**src/rtl/rtc_timer_pkg.sv**
```systemverilog
// Shared widths, time-of-day payload type and the ns/sec rollover helper
// for the IEEE 1588 real-time clock.
package rtc_timer_pkg;

    localparam int unsigned NS_W      = 38;
    localparam int unsigned SEC_W     = 48;
    localparam int unsigned PER_W     = 40;
    localparam int unsigned DS_W      = 24;
    localparam int unsigned FRAC_NS_W = 8;
    localparam int unsigned ADJ_CNT_W = 32;
    localparam int unsigned STEP_W    = PER_W - DS_W;

    localparam logic [NS_W-1:0] NS_MODULO_1S = 38'd256_000_000_000;

    typedef struct packed {
        logic [SEC_W-1:0] sec;
        logic [NS_W-1:0]  ns;
    } rtc_time_t;

    // Advance time of day by one step, rolling ns into sec at the modulo.
    function automatic rtc_time_t time_advance(input rtc_time_t        cur,
                                               input logic [STEP_W-1:0] step,
                                               input logic [NS_W-1:0]   modulo);
        logic [NS_W:0] sum;
        rtc_time_t     nxt;
        nxt = cur;
        sum = {1'b0, cur.ns} + (NS_W+1)'(step);
        if (sum >= {1'b0, modulo}) begin
            nxt.ns  = NS_W'(sum - {1'b0, modulo});
            nxt.sec = cur.sec + SEC_W'(1);
        end else begin
            nxt.ns  = NS_W'(sum);
        end
        return nxt;
    endfunction

endpackage

```
**src/rtl/rtc_timer_if.sv**
```systemverilog
// Register-block side of the RTC: load strobes, programmed values and the
// running time of day.
interface rtc_timer_if;
    import rtc_timer_pkg::*;

    logic                 time_ld;
    logic [NS_W-1:0]      time_reg_ns_in;
    logic [SEC_W-1:0]     time_reg_sec_in;
    logic                 period_ld;
    logic [PER_W-1:0]     period_in;
    logic [NS_W-1:0]      time_acc_modulo;
    logic                 adj_ld;
    logic [ADJ_CNT_W-1:0] adj_ld_data;
    logic [PER_W-1:0]     period_adj;
    logic [NS_W-1:0]      time_reg_ns;
    logic [SEC_W-1:0]     time_reg_sec;

    modport master (
        output time_ld, time_reg_ns_in, time_reg_sec_in,
        output period_ld, period_in, time_acc_modulo,
        output adj_ld, adj_ld_data, period_adj,
        input  time_reg_ns, time_reg_sec
    );

    modport slave (
        input  time_ld, time_reg_ns_in, time_reg_sec_in,
        input  period_ld, period_in, time_acc_modulo,
        input  adj_ld, adj_ld_data, period_adj,
        output time_reg_ns, time_reg_sec
    );

endinterface

```
**src/rtl/rtc_delta_sigma.sv**
```systemverilog
// First-order delta-sigma on the low 24 period bits: emits the per-cycle
// step in 1/256 ns, carrying the sub-LSB fraction cycle to cycle.
module rtc_delta_sigma
    import rtc_timer_pkg::*;
(
    input  logic              clk,
    input  logic              rst,
    input  logic [PER_W-1:0]  inc,
    output logic [STEP_W-1:0] step_c
);

    logic [DS_W-1:0] ds_q;
    logic [DS_W:0]   sum_c;

    assign sum_c  = {1'b0, ds_q} + {1'b0, inc[DS_W-1:0]};
    assign step_c = inc[PER_W-1:DS_W] + STEP_W'(sum_c[DS_W]);

    always_ff @(posedge clk) begin
        if (rst) begin
            ds_q <= '0;
        end else begin
            ds_q <= sum_c[DS_W-1:0];
        end
    end

endmodule

```
**src/rtl/rtc_timer.sv**
```systemverilog
// IEEE 1588 time-of-day counter: programmable period plus a time-limited
// adjustment, accumulated into 48-bit seconds and 38-bit ns.frac.
module rtc_timer
    import rtc_timer_pkg::*;
(
    input  logic        clk,
    input  logic        rst,
    rtc_timer_if.slave  bus
);

    logic [PER_W-1:0]     period_q;
    logic [PER_W-1:0]     adj_q;
    logic [ADJ_CNT_W-1:0] adj_cnt_q;
    logic [PER_W-1:0]     adj_term_c;
    logic [PER_W-1:0]     inc_c;
    logic [STEP_W-1:0]    step_c;
    rtc_time_t            time_q;
    rtc_time_t            time_nxt_c;

    // Adjustment contributes only while its cycle count is still running.
    assign adj_term_c = (adj_cnt_q != '0) ? adj_q : '0;
    assign inc_c      = period_q + adj_term_c;

    rtc_delta_sigma u_ds (
        .clk    (clk),
        .rst    (rst),
        .inc    (inc_c),
        .step_c (step_c)
    );

    assign time_nxt_c = time_advance(time_q, step_c, bus.time_acc_modulo);

    always_ff @(posedge clk) begin
        if (rst) begin
            period_q  <= '0;
            adj_q     <= '0;
            adj_cnt_q <= '0;
        end else begin
            if (bus.period_ld) begin
                period_q <= bus.period_in;
            end
            if (bus.adj_ld) begin
                adj_q     <= bus.period_adj;
                adj_cnt_q <= bus.adj_ld_data;
            end else if (adj_cnt_q != '0) begin
                adj_cnt_q <= adj_cnt_q - ADJ_CNT_W'(1);
            end
        end
    end

    // A software time load overrides the increment, including any rollover.
    always_ff @(posedge clk) begin
        if (rst) begin
            time_q <= '0;
        end else if (bus.time_ld) begin
            time_q.ns  <= bus.time_reg_ns_in;
            time_q.sec <= bus.time_reg_sec_in;
        end else begin
            time_q <= time_nxt_c;
        end
    end

    assign bus.time_reg_ns  = time_q.ns;
    assign bus.time_reg_sec = time_q.sec;

endmodule

```
**src/flat_wrapper.sv**
```systemverilog
// flat-port wrapper written by rule: the top's interface ports become plain ports
module rtc_timer_flat import rtc_timer_pkg::*;
  (clk, rst, bus_time_ld, bus_time_reg_ns_in, bus_time_reg_sec_in, bus_period_ld, bus_period_in, bus_time_acc_modulo, bus_adj_ld, bus_adj_ld_data, bus_period_adj, bus_time_reg_ns, bus_time_reg_sec);
  rtc_timer_if bus_i ();
  input  logic clk;
  input  logic rst;
  input wire logic [$bits(bus_i.time_ld)-1:0] bus_time_ld;
  input wire logic [$bits(bus_i.time_reg_ns_in)-1:0] bus_time_reg_ns_in;
  input wire logic [$bits(bus_i.time_reg_sec_in)-1:0] bus_time_reg_sec_in;
  input wire logic [$bits(bus_i.period_ld)-1:0] bus_period_ld;
  input wire logic [$bits(bus_i.period_in)-1:0] bus_period_in;
  input wire logic [$bits(bus_i.time_acc_modulo)-1:0] bus_time_acc_modulo;
  input wire logic [$bits(bus_i.adj_ld)-1:0] bus_adj_ld;
  input wire logic [$bits(bus_i.adj_ld_data)-1:0] bus_adj_ld_data;
  input wire logic [$bits(bus_i.period_adj)-1:0] bus_period_adj;
  output wire logic [$bits(bus_i.time_reg_ns)-1:0] bus_time_reg_ns;
  output wire logic [$bits(bus_i.time_reg_sec)-1:0] bus_time_reg_sec;
  assign bus_i.time_ld = bus_time_ld;
  assign bus_i.time_reg_ns_in = bus_time_reg_ns_in;
  assign bus_i.time_reg_sec_in = bus_time_reg_sec_in;
  assign bus_i.period_ld = bus_period_ld;
  assign bus_i.period_in = bus_period_in;
  assign bus_i.time_acc_modulo = bus_time_acc_modulo;
  assign bus_i.adj_ld = bus_adj_ld;
  assign bus_i.adj_ld_data = bus_adj_ld_data;
  assign bus_i.period_adj = bus_period_adj;
  assign bus_time_reg_ns = bus_i.time_reg_ns;
  assign bus_time_reg_sec = bus_i.time_reg_sec;
  rtc_timer u_core (.clk(clk), .rst(rst), .bus(bus_i));
endmodule
```
**config.mk**
```make
export PLATFORM = sky130hd
export DESIGN_NAME = rtc_timer_flat
export DESIGN_NICKNAME = d
export VERILOG_FILES = /design/src/rtl/rtc_timer_pkg.sv /design/src/rtl/rtc_timer_if.sv /design/src/rtl/rtc_delta_sigma.sv /design/src/rtl/rtc_timer.sv /design/src/flat_wrapper.sv
export SDC_FILE = /design/constraint.sdc
export NUM_CORES = 1
export LEC_CHECK = 0
export BUFFER_PORTS_ARGS = -buffer_cell sky130_fd_sc_hd__buf_4
export CAP_MARGIN = 0
export CORE_MARGIN = 10
export CORE_UTILIZATION = 41
export DETAILED_ROUTE_END_ITERATION = 8
export MAX_ROUTING_LAYER = met4
export PLACE_DENSITY = 0.67
export SETUP_SLACK_MARGIN = 0.2
export SLEW_MARGIN = 20
export SYNTH_ARGS = -nofsm -noshare
export SYNTH_HDL_FRONTEND = slang
export SYNTH_SLANG_ARGS = --single-unit
```
**constraint.sdc**
```tcl
create_clock -name clk -period 36.1 [get_ports clk]
set_input_delay 5.415 -clock clk [delete_from_list [all_inputs] [get_ports clk]]
set_output_delay 5.415 -clock clk [all_outputs]
set_load 0.05 [all_outputs]
```
==> results of run 1 <==
==> per-layer routing <==
layer | wire length [um] | vias up
met4 | 1300 | 0
met1 | 24300 | 7588
met3 | 2760 | 70
met2 | 26000 | 409
met5 | 0 | -
li1 | - | 8139
==> cell usage in the layout, fill, tap and decap left out, drive strengths merged, types with 13 or more instances in the layout <==
cell type	n
mux2i	87
a211oi	79
o21a	13
nor3	80
or3	23
clkbuf	35
xnor2	144
nand3	47
o21bai	17
inv	83
nand2	130
nand4	31
a21oi	150
ha	121
xor2	41
a311oi	17
dfxtp	222
a21o	57
and3	38
nor4	35
nor2	286
and2	54
o21ai	91
buf	337
==> power by group <==
group	internal [mW]	total, mW	switching [mW]
logic	0.156	0.383	0.227
registers	0.273	0.294	0.0206
clock network	0.188	0.302	0.114
total	0.617	0.979	0.362
==> layout make-up <==
cell class / count / area [sq um] / share of cell area
multi-input combinational: 1705 / 11300 / 0.560
sequential: 222 / 4440 / 0.219
timing repair buffer: 337 / 2530 / 0.125
clock buffer: 35 / 746 / 0.0368
tap: 525 / 657 / 0.0324
inverter: 82 / 310 / 0.0153
clock inverter: 13 / 225 / 0.0111
antenna: 2 / 5.00 / 0.000247
==> cells by family (layout without fill, tap and decap cells) <==
| kind of cell | Yosys count | in the layout |
|---|---|---|
| AOI/OAI and AO/OA | 521 | 521 |
| xor gates and xnor gates | 185 | 185 |
| adders and majority gates | 125 | 125 |
| buffers and inverters | 194 | 467 |
| DFF | 222 | 222 |
| muxes | 88 | 88 |
| other | 0 | 2 |
| and+or+nand+nor | 786 | 786 |
==> sequential cells by signal, summed over array words and instances (netlist names) <==
signal,flops
u_core.u_ds.ds_q,24
u_core.adj_q,40
u_core.period_q,40
u_core.bus.time_reg_ns,38
u_core.bus.time_reg_sec,48
u_core.adj_cnt_q,32
==> how the worst max path moves through the flow <==
stage / to / startpoint / cells after the start / slack, ps
floorplan: u_core.bus.time_reg_sec[1] / u_core.adj_cnt_q[12] / 57 / 24200
global placement: u_core.bus.time_reg_sec[29] / u_core.adj_cnt_q[12] / 54 / 23470
detailed placement: u_core.bus.time_reg_sec[29] / u_core.adj_cnt_q[12] / 53 / 23030
CTS: u_core.bus.time_reg_sec[29] / u_core.adj_cnt_q[12] / 53 / 22970
global route: u_core.bus.time_reg_sec[24] / u_core.adj_cnt_q[12] / 53 / 21640
finish: u_core.bus.time_reg_sec[29] / u_core.adj_cnt_q[12] / 53 / 22850
==> per-stage QoR <==
| stage | instances | worst slack, ps | hold WS, ps | util | instance area (sq um) |
|---|---|---|---|---|---|
| floorplan | 2121 | 24200 | 452 | - | 16500 |
| global placement | 2871 | 23470 | 467 | 0.485 | 19300 |
| detailed placement | 2871 | 23030 | 473 | 0.485 | 19300 |
| CTS | 2919 | 22970 | 487 | 0.510 | 20300 |
| global route | 2921 | 21640 | 516 | 0.510 | 20300 |
| finish | 2921 | 22850 | 480 | 0.510 | 20300 |
==> worst min-delay path: stages (launching register included) <==
cell,delay (ps)
dfxtp_1,320
mux2i_1,60
nor2_1,70
==> flow_summary.json, run 1 <==
{
  "synth_compound_area_frac": 0.207,
  "grt_use_met3": 0.0294,
  "num_vias": 16200,
  "gp_congestion": 0.894,
  "cts.hold.buffers_added": 0,
  "hold_path.startpoint": "u_core.adj_q[26]",
  "hpwlAfterDp_mm": 42.3,
  "cp.arrival_ps": 13700,
  "hold_viol_final": 0,
  "grt_pass1_wl_mm": 84.4,
  "r2r_cells": 53,
  "async_flop_share": 0,
  "fin_nets": 2741,
  "die_area_sq_mm": 0.0487,
  "p_per_area_mw_per_mm2": 48.3,
  "top_usage_layer": "met2",
  "synth_xor_area_frac": 0.0982,
  "clk_path_buf_depth": 3,
  "crit_fanout": 56,
  "drt-total-wl_mm": 54.4,
  "ys_seq_area_frac": 0.269,
  "regToRegEndpoint": "u_core.bus.time_reg_sec[29]",
  "cts_tree": "built",
  "startpoint_type": "flop",
  "avgRoutedWirePerCell_um": 18.6,
  "rrSetupSlack_ps": 22850,
  "worstHoldPathType": "reg -> reg",
  "die_h_um": 221,
  "die_w_um": 221,
  "drt_pass1_iterations": 5,
  "gr-usage-met1": 0.278,
  "hold_depth": 2,
  "yosysMostFrequentCell": "nor2_1",
  "synth_edf_count": 0,
  "synth_top_area_share": 0.269,
  "rsz0062_at_grt": "false",
  "synthesis.nets": 2487,
  "ys.warnings.count": 0,
  "ir_drop_v": 0.0000381,
  "synth_fa_ha_area_frac": 0.0966,
  "worst_path_dominant_cell_family": "simple AND/OR/NAND/NOR gates",
  "tightest_slew_ps": 1100,
  "rows": 73,
  "muxShareOfSynthArea": 0.0535,
  "max_freq_ghz": 0.0755,
  "grt_pass1_vias": 15700,
  "outcome": "finished clean",
  "ys.flop_type": "dfxtp_1",
  "met2_usage": 0.358,
  "synth_top_family_by_area": "simple AND/OR/NAND/NOR gates",
  "synthesis.area_sq_mm": 0.0165,
  "leakagePower_nw": 9.12,
  "io_buffer_count": 326,
  "whs_endpoint": "u_core.adj_q[26]",
  "antenna_found_initial": 2,
  "area_growth_pct": 22.8,
  "yosysTopAreaCell": "dfxtp_1",
  "clk_latency_ps": 560,
  "fin_crit_sh": 0.367,
  "fillers": 3843,
  "drcViolationCount": 0,
  "synth_seq_cells": 222,
  "htreeDepth": 1,
  "required_ps": 36550,
  "detail-route-antenna-nets": 0,
  "syn_inst": 2121,
  "max_slew_margin": 0.263,
  "cts_resized": 0,
  "synth_cell_type_count": 66,
  "tns_ps": 0,
  "clkSinkCount": 222,
  "grt_max_degree": 108,
  "grt-ovfl-total": 0,
  "path_clk_slew_ps": 60,
  "path_common_cell": "ha_1",
  "drive_above_1_share": 0.169,
  "root_buffer": "clkbuf_16",
  "skew_ps": 16.5,
  "fin_crit_ps": 13250,
  "synth-simple-area-share": 0.231,
  "cts_setup_buffers": 0,
  "drt_iter0_markers": 974,
  "r2r-start": "u_core.adj_cnt_q[12]",
  "cap_viol_max_count": 0,
  "avgSynthCellArea_sq_um": 7.78,
  "cts_inserted_buffers": 27,
  "synthTopCellsByArea": "dfxtp_1, ha_1, xnor2_1",
  "cp_slowest_cell": "nor4_1",
  "setup_viol": 0,
  "core_area_sq_mm": 0.0397,
  "crit_path_end_kind": "flop",
  "worstSetupPathType": "reg -> reg",
  "max_stage_delay_ps": 680,
  "initial_core_util": 0.415,
  "crit_buf_inv": 4,
  "viasPerCell": 5.55,
  "ys_top_cells_by_count": "nor2_1, dfxtp_1, a21oi_1, xnor2_1, nand2_1",
  "slew_viol_final": 0,
  "grt.total_usage": 0.218,
  "ios": 327,
  "power_mw": 0.979
}
Power figures use the tool's default switching activity.
==> inputs of run 2 (changes only) <==
--- a/config.mk
+++ b/config.mk
@@ -5,13 +5,14 @@
 export SDC_FILE = /design/constraint.sdc
 export NUM_CORES = 1
 export LEC_CHECK = 0
+export ABC_AREA = 1
 export BUFFER_PORTS_ARGS = -buffer_cell sky130_fd_sc_hd__buf_4
 export CAP_MARGIN = 0
 export CORE_MARGIN = 10
 export CORE_UTILIZATION = 41
 export DETAILED_ROUTE_END_ITERATION = 8
 export MAX_ROUTING_LAYER = met4
-export PLACE_DENSITY = 0.67
+export PLACE_DENSITY = 0.66
 export SETUP_SLACK_MARGIN = 0.2
 export SLEW_MARGIN = 20
 export SYNTH_ARGS = -nofsm -noshare
==> constraint.sdc (replaced) <==
create_clock -name clk -period 13.6 [get_ports clk]
set_input_delay 2.04 -clock clk [delete_from_list [all_inputs] [get_ports clk]]
set_output_delay 2.04 -clock clk [all_outputs]
set_load 0.05 [all_outputs]
==> run 2 against run 1 <==
  * Synthesized area grew 18%
  * Clock skew grew 12 ps
  * Cell area grew 15%
  * Combinational power grew to 4.7 times the previous value
  * Fmax grew 21%
==> flow_summary.json, run 2 <==
{
  "clk_latency_ps": 590,
  "grt-ovfl-total": 0,
  "drt_iter0_markers": 1654,
  "final_cell_area_sq_mm": 0.0232,
  "cts_resized": 0,
  "skew_ps": 28.8,
  "tns_ps": 0,
  "root_buffer": "clkbuf_16",
  "max_freq_ghz": 0.0916,
  "dp.cells": 4138,
  "yosysMostFrequentCell": "nand2_1",
  "max_stage_delay_ps": 830,
  "leakagePower_nw": 11.7,
  "hold_depth": 2,
  "regToRegEndpoint": "u_core.bus.time_reg_ns[12]",
  "grt_pass1_wl_mm": 113,
  "fin_crit_ps": 10920,
  "place_area_sq_mm": 0.0223,
  "startpoint_type": "flop",
  "final_common_cell": "nand2_1",
  "outcome": "finished clean",
  "clkSinkCount": 222,
  "syn_inst": 3290,
  "worstSetupPathType": "reg -> reg",
  "hold_path.startpoint": "u_core.adj_q[34]",
  "drcViolationCount": 0,
  "ios": 327,
  "antenna_found_initial": 3,
  "synth_seq_cells": 222,
  "most-common-layout-cells": "nand2_1, nor2_1, inv_1",
  "crit_buf_inv": 9,
  "slew_viol_final": 0,
  "r2r_cells": 65,
  "gp_congestion": 1.03,
  "worstHoldPathType": "reg -> reg",
  "die_h_um": 238,
  "ys.flop_type": "dfxtp_1",
  "cts_setup_buffers": 0,
  "initial_core_util": 0.416,
  "rsz0062_at_grt": "false",
  "drt_pass1_iterations": 5,
  "hpwlAfterDp_mm": 58.1,
  "num_vias": 21700,
  "ir_drop_v": 0.0000909,
  "tightest_slew_ps": 1120,
  "synth_edf_count": 0,
  "ys.warnings.count": 0,
  "viasPerCell": 5.17,
  "async_flop_share": 0,
  "synthesis.area_sq_mm": 0.0194,
  "io_buffer_count": 326,
  "cts.hold.buffers_added": 0,
  "detail-route-antenna-nets": 0,
  "setup_viol": 0,
  "rows": 79,
  "worst_slack_ps": 2680,
  "finalNonFillerCells": 4192,
  "clk_path_buf_depth": 3,
  "post-place-ws_ps": 2790,
  "synth_top_area_share": 0.229,
  "crit_fanout": 74,
  "cts_inserted_buffers": 28,
  "grt_max_degree": 95,
  "p_per_area_mw_per_mm2": 146,
  "cp.arrival_ps": 11420,
  "grt.total_usage": 0.251,
  "rrSetupSlack_ps": 2680,
  "grt_pass1_vias": 20900,
  "synth_cell_type_count": 48,
  "ys_seq_area_frac": 0.229,
  "hold_viol_final": 0,
  "fin_nets": 3927,
  "path_common_cell": "nand2_1",
  "avgSynthCellArea_sq_um": 5.91,
  "core_area_sq_mm": 0.0468,
  "drt-total-wl_mm": 72.2,
  "max_slew_margin": 0.256,
  "largest_reg_flops": 48,
  "required_ps": 14100,
  "holdWs_ps": 456,
  "fin_crit_sh": 0.803,
  "cap_viol_max_count": 0,
  "cts_tree": "built",
  "yosysTopAreaCell": "dfxtp_1",
  "whs_endpoint": "u_core.adj_q[34]",
  "synthTopCellsByArea": "dfxtp_1, nand2_1, nor2_1",
  "die_w_um": 238,
  "htreeDepth": 1,
  "die_area_sq_mm": 0.0565,
  "drive_above_1_share": 0.113,
  "fillers": 5076,
  "cp_slowest_cell": "nor2b_4",
  "synthesis.nets": 3656,
  "area_growth_pct": 19.6,
  "r2r-start": "u_core.adj_cnt_q[0]",
  "avgRoutedWirePerCell_um": 17.2,
  "crit_path_end_kind": "flop",
  "ys_top_cells_by_count": "nand2_1, nor2_1, inv_1, a21oi_1, dfxtp_1",
  "path_clk_slew_ps": 60,
  "worst_path_dominant_cell_family": "simple AND/OR/NAND/NOR gates"
}
run 2: worst max path at each step:
stage	start	endpoint	slack, ps	cells after the start
4_1_cts	u_core.adj_cnt_q[0]	u_core.bus.time_reg_ns[12]	2750	64
3_5_place_dp	u_core.adj_cnt_q[0]	u_core.bus.time_reg_sec[39]	2790	64
6_report	u_core.adj_cnt_q[0]	u_core.bus.time_reg_ns[12]	2680	65
2_1_floorplan	u_core.adj_cnt_q[0]	u_core.bus.time_reg_sec[35]	5410	68
5_1_grt	u_core.adj_cnt_q[0]	u_core.bus.time_reg_sec[22]	1470	65
3_3_place_gp	u_core.adj_cnt_q[0]	u_core.bus.time_reg_sec[39]	2980	59
run 2: stage by stage:
stage / power, mW / utilization
2_1_floorplan: 2.10 / -
6_report: 3.40 / 0.497
5_1_grt: 3.66 / 0.497
4_1_cts: 3.39 / 0.497
3_3_place_gp: 2.61 / 0.477
3_5_place_dp: 2.60 / 0.477
run 2: area by class of cell:
type                       count  area [sq um]  area share
clock buffer                  39           782      0.0336
multi-input combinational   2544         12900       0.557
antenna                        3          7.51    0.000323
clock inverter                12           175     0.00754
tap                          607           759      0.0327
inverter                     431          1620      0.0697
timing repair buffer         334          2510       0.108
sequential                   222          4440       0.191
run 2: cells by family after synthesis:
group	count (synthesis)	share of synthesized area
buffers and inverters	524	0.106
DFF	222	0.229
and+or+nand+nor	1727	0.365
AOI/OAI and AO/OA	535	0.148
xor gates and xnor gates	157	0.0707
adders and majority gates	125	0.0820
run 2: layer usage:
layer / GRT usage / up-vias / wire length, um
met1: 0.332 / 9821 / 33400
met4: 0.0507 / 0 / 1530
met3: 0.0397 / 91 / 4860
met5: - / - / 0
met2: 0.398 / 683 / 32400
li1: - / 11100 / -
run 2: power by group:
| part | switching [mW] | internal, mW | leakage, nW |
|---|---|---|---|
| Clock | 0.318 | 0.460 | 0.456 |
| Sequential | 0.0844 | 0.744 | 1.84 |
| Combinational | 1.18 | 0.614 | 9.40 |
| Total | 1.59 | 1.82 | 11.7 |
run 2: worst reg2reg max path: cells and delay by family, from the launching register on:
family	cells	cell delay, ps
compound gates	5	730
xor+xnor	1	240
fa+ha+maj	8	2120
buf+inv	9	1330
flops	1	310
simple gates	42	6060
